--- src/rtl/byte_receiver_if.sv ---
// byte_receiver_if: serial-in strobe/data and valid/ready word handshake for byte_receiver.
interface byte_receiver_if #(parameter int DATA_WIDTH = 8);
    localparam int CW = DATA_WIDTH > 1 ? $clog2(DATA_WIDTH) : 1;
    logic                  enable;
    logic                  in;
    logic                  clear_overrun;
    logic                  data_ready;
    logic [DATA_WIDTH-1:0] data_out;
    logic                  data_valid;
    logic [CW-1:0]         bit_count;
    logic                  overrun;
    modport master(
        output enable, in, clear_overrun, data_ready,
        input  data_out, data_valid, bit_count, overrun
    );
    modport slave(
        input  enable, in, clear_overrun, data_ready,
        output data_out, data_valid, bit_count, overrun
    );
endinterface

--- src/rtl/byte_receiver.sv ---
// byte_receiver: serial-to-parallel deserializer with valid/ready holding register; BYTE_RECEIVER_MSB_FIRST_EN selects MSB-first word order.
module byte_receiver #(parameter int DATA_WIDTH = 8) (
    input logic            clk,
    input logic            reset,
    byte_receiver_if.slave bus
);
    localparam int CW = DATA_WIDTH > 1 ? $clog2(DATA_WIDTH) : 1;
    localparam logic [CW-1:0] LAST = CW'(DATA_WIDTH - 1);
    typedef enum logic {IDLE, SHIFT} state_t;
    state_t state, state_n;
    logic [DATA_WIDTH-1:0] shift, shift_n, word, data_out;
    logic [CW-1:0] bit_count;
    logic data_valid, overrun, last, load, abort;
    always_ff @(posedge clk) begin
        if (reset) state <= IDLE;
        else state <= state_n;
    end
    always_comb begin
        last = bus.enable && bit_count == LAST;
        load = last && (!data_valid || bus.data_ready);
        abort = state == SHIFT && !bus.enable;
        state_n = (bus.enable && !last) ? SHIFT : IDLE;
        shift_n = shift;
        shift_n[bit_count] = bus.in;
        word = shift_n;
`ifdef BYTE_RECEIVER_MSB_FIRST_EN
        for (int i = 0; i < DATA_WIDTH; i++) word[i] = shift_n[DATA_WIDTH-1-i];
`endif
    end
    // Shift register stays zero whenever no word is in progress.
    always_ff @(posedge clk) begin
        if (reset) begin
            shift      <= '0;
            bit_count  <= '0;
            data_out   <= '0;
            data_valid <= 1'b0;
            overrun    <= 1'b0;
        end else begin
            if (bus.enable) begin
                shift     <= last ? '0 : shift_n;
                bit_count <= last ? '0 : bit_count + 1'b1;
            end else if (abort) begin
                shift     <= '0;
                bit_count <= '0;
            end
            if (load) data_out <= word;
            data_valid <= load || (data_valid && !bus.data_ready);
            overrun    <= (last && !load) || (overrun && !bus.clear_overrun);
        end
    end
    assign bus.data_out   = data_out;
    assign bus.data_valid = data_valid;
    assign bus.bit_count  = bit_count;
    assign bus.overrun    = overrun;
endmodule
--- src/flat_wrapper.sv ---
// flat-port wrapper written by rule: the top's interface ports become plain ports
module byte_receiver_flat 
#(parameter int DATA_WIDTH = 8)
  (clk, reset, bus_enable, bus_in, bus_clear_overrun, bus_data_ready, bus_data_out, bus_data_valid, bus_bit_count, bus_overrun);
  byte_receiver_if #(.DATA_WIDTH(DATA_WIDTH)) bus_i ();
  input logic clk;
  input logic reset;
  input wire logic [$bits(bus_i.enable)-1:0] bus_enable;
  input wire logic [$bits(bus_i.in)-1:0] bus_in;
  input wire logic [$bits(bus_i.clear_overrun)-1:0] bus_clear_overrun;
  input wire logic [$bits(bus_i.data_ready)-1:0] bus_data_ready;
  output wire logic [$bits(bus_i.data_out)-1:0] bus_data_out;
  output wire logic [$bits(bus_i.data_valid)-1:0] bus_data_valid;
  output wire logic [$bits(bus_i.bit_count)-1:0] bus_bit_count;
  output wire logic [$bits(bus_i.overrun)-1:0] bus_overrun;
  assign bus_i.enable = bus_enable;
  assign bus_i.in = bus_in;
  assign bus_i.clear_overrun = bus_clear_overrun;
  assign bus_i.data_ready = bus_data_ready;
  assign bus_data_out = bus_i.data_out;
  assign bus_data_valid = bus_i.data_valid;
  assign bus_bit_count = bus_i.bit_count;
  assign bus_overrun = bus_i.overrun;
  byte_receiver #(.DATA_WIDTH(DATA_WIDTH)) u_core (.clk(clk), .reset(reset), .bus(bus_i));
endmodule
--- config.mk ---
export PLATFORM = sky130hd
export DESIGN_NAME = byte_receiver_flat
export DESIGN_NICKNAME = d
export VERILOG_FILES = /design/src/rtl/byte_receiver_if.sv /design/src/rtl/byte_receiver.sv /design/src/flat_wrapper.sv
export SDC_FILE = /design/constraint.sdc
export NUM_CORES = 1
export LEC_CHECK = 0
export ABC_AREA = 1
export BUFFER_PORTS_ARGS = -buffer_cell sky130_fd_sc_hd__buf_4
export CAP_MARGIN = 20
export CORE_MARGIN = 8
export CORE_UTILIZATION = 50
export DETAILED_ROUTE_END_ITERATION = 10
export GPL_TIMING_DRIVEN = 0
export PLACE_DENSITY = 0.83
export REMOVE_ABC_BUFFERS = 1
export SLEW_MARGIN = 15
export SYNTH_ARGS = -nofsm -noshare
export SYNTH_HDL_FRONTEND = slang
export SYNTH_SLANG_ARGS = --single-unit
--- constraint.sdc ---
create_clock -name clk -period 1.5 [get_ports clk]
set_clock_uncertainty 0.05 [all_clocks]
set_input_delay 0.075 -clock clk [delete_from_list [all_inputs] [get_ports clk]]
set_output_delay 0.075 -clock clk [all_outputs]
set_load 0.02 [all_outputs]
==> impl_metrics.env <==
export IMPL_relSlewSlack_pct=82.6
export IMPL_place_congestion=0.828
export IMPL_die_height_um=61.8
export IMPL_startpoint_type="register"
export IMPL_fmaxAchievable_mhz=712
export IMPL_cts_max_level=1
export IMPL_worst_path_max_delay_cell="dfxtp_4"
export IMPL_final_util_pct=66.9
export IMPL_ys_warn_count=0
export IMPL_worstPathMaxFanout=5
export IMPL_root_buffer="clkbuf_4"
export IMPL_vdd_drop_max_v=0.000514
export IMPL_die_x_um=61.8
export IMPL_total_power_mw=1.06
export IMPL_die_area_mm2=0.00382
export IMPL_yosysTopAreaCellShare_pct=42.0
export IMPL_totalWireLength_mm=2.46
export IMPL_multiInputGateArea_um2=490
export IMPL_cts_sinks=22
export IMPL_outcome="complete, no violations"
export IMPL_critPathArrivalTime_ps=1630
export IMPL_core_area_mm2=0.00196
export IMPL_rows=16
export IMPL_synth_edf_count=0
export IMPL_routedWlPerCell_um=12.0
export IMPL_grt_pass1_vias=994
export IMPL_initial_core_util_pct=53.4
export IMPL_first_iter_violations=43
export IMPL_synth_compound_area_share_pct=6.68
export IMPL_synthAdderAreaFrac_pct=2.39
export IMPL_crit_type="reg -> reg"
export IMPL_layout_drive_gt1_share_pct=23.6
export IMPL_power_density_mw_per_mm2=809
export IMPL_antenna_found_initial=0
export IMPL_critical_path_required_ps=1720
export IMPL_hold_class="in -> reg"
export IMPL_synth_xor_area_share_pct=0
export IMPL_drtPass1Iterations=4
export IMPL_insertion_delay_ps=310
export IMPL_timing_final_crit_share_pct=93.6
export IMPL_ios=19
export IMPL_final_seq_area_um2=449
export IMPL_grt_ovfl_total=0
export IMPL_synthSimpleGateAreaFrac_pct=35.9
export IMPL_fillers=164
export IMPL_worst_pin_slew_ps=260
export IMPL_clk_pin_slew_ps=120
export IMPL_yosys_area_top_type="dfxtp_1"
export IMPL_ys_seq_elements=22
export IMPL_synth_commonest_cells="nand2_1 (54), dfxtp_1 (22), inv_1 (19)"
export IMPL_rsz0062_at_grt="no"
export IMPL_maxCapViolCount=0
export IMPL_num_nets_final=187
export IMPL_grt_usage_pct=13.6
export IMPL_crit_chain="ha_1, ha_1, inv_1, nand2_2, nor2_2, nand2_1, nand2_1"
export IMPL_whs_ps=128
export IMPL_drc=0
export IMPL_synth_top_family_by_area="simple AND/OR/NAND/NOR gates"
export IMPL_hold_violations=0
export IMPL_syn_area_mm2=0.00105
export IMPL_async_flop_share_pct=0
export IMPL_via_per_inst=5.13
export IMPL_yosysMostFrequentCell="nand2_1"
export IMPL_cts_tree="done"
export IMPL_hpwl_mm=1.64
export IMPL_end_kind="register"
export IMPL_grt_max_degree=13
export IMPL_critPathMaxStageDelay_ps=390
export IMPL_vias=1052
export IMPL_synth_area_top_cells="dfxtp_1 (42%), nand2_1 (19%), nand3_1 (8.1%)"
export IMPL_synth_area_mux_share_pct=0
export IMPL_min_period_ps=1400
export IMPL_setup_viol=0
export IMPL_portBuffers=18
export IMPL_syn_avg_cell_area_um2=6.94
export IMPL_numCtsBuffers=3
export IMPL_diodes=0
export IMPL_synthDistinctLibCells=19
export IMPL_syn_instance_count=151
export IMPL_yosysSeqAreaShare_pct=42.0
export IMPL_synthToLayoutAreaGrowth_pct=25.2
export IMPL_ant_nets=0
export IMPL_max_clock_path_buffers=2
export IMPL_synth_main_ff_cell="dfxtp_1"
export IMPL_drv_slew=0
export IMPL_grt_pass1_wl_mm=3.96
export IMPL_p_leak_nw=0.664
[power by group]
part	switching, mW	leakage, nW	internal, mW
logic	0.0742	0.463	0.0508
registers	0.00919	0.180	0.594
clock network	0.185	0.0210	0.148
total	0.269	0.664	0.793
[cells by family (layout without fill, tap and decap cells)]
logic type,count (synthesis),after routing
AO/OA/AOI/OAI,14,14
AND/OR/NAND/NOR,84,86
flip-flops,22,22
buffers and inverters,29,54
adder cells (fa/ha/maj),2,2
[area by class of cell]
type                    instances  share of cell area [%]
inverters                      24                    7.44
clock buffers                   4                    2.76
well taps                      27                    2.57
flip-flops and latches         22                    34.2
repair buffers                 26                    15.6
multi-input cells             102                    37.4
[worst paths after layout]
kind / start / to / slack (ps) / depth (start not counted)
setup / recovery: u_core.bus.bit_count[0] / u_core.shift[2] / 100 / 7
hold / removal: bus_in / u_core.shift[0] / 130 / 5
setup reg to reg: u_core.bus.bit_count[0] / u_core.shift[2] / 100 / 7
hold reg to reg: u_core.shift[7] / u_core.shift[7] / 410 / 2
[critical path: cells and delay by family (launching register included)]
family,cells,cell delay [ps]
adder cells (fa/ha/maj),2,400
buffers and inverters,1,70
flip-flops,1,390
AND/OR/NAND/NOR,4,460
[cells in the final DEF, fill, tap and decap left out, drive strengths merged]
cell and n:
nand2 57, inv 23, buf 22, dfxtp 22, nand3 17, a21oi 10, nand4 6, nor2 6
dlygate4sd3 4, o21ai 4, clkbuf 4, ha 2, clkinv 1
[flip-flops by register name, summed over array words and instances (netlist names)]
name                   flops
u_core.bus.bit_count       3
u_core.bus.data_out        8
u_core.bus.data_valid      1
u_core.bus.overrun         1
u_core.shift               8
u_core.state               1
[metrics by stage]
step / TNS, ps / instances / cell area, µm² / setup slack (ps)
2_1_floorplan: -844 / 146 / 1010 / -117
3_3_place_gp: -949 / 191 / 1180 / -133
3_5_place_dp: -1200 / 191 / 1180 / -162
4_1_cts: 0 / 199 / 1260 / 3.60
5_1_grt: 0 / 205 / 1310 / 4.77
6_report: 0 / 205 / 1310 / 95.8
[metal layers]
layer | share of wire [%] | GRT usage, % | routed length [µm] | up-vias
li1 | - | - | - | 531
met1 | 40 | 14.4 | 994 | 470
met2 | 49 | 23.8 | 1220 | 44
met3 | 7.9 | 2.88 | 195 | 7
met4 | 2.2 | 8.77 | 55 | 0
met5 | 0 | 0 | 0 | -
[repair_timing]
| action | in CTS | in global routing |
|---|---|---|
| endpoints found under the hold margin | 3 | 0 |
| buffers inserted | 0 | 4 |
| gates cloned | 0 | 2 |
| resized for setup | 4 | 3 |
| endpoints found under the setup margin | 17 | 17 |
| pin swaps | 0 | 1 |
| hold buffers | 4 | 0 |
Power figures use the tool's default switching activity.
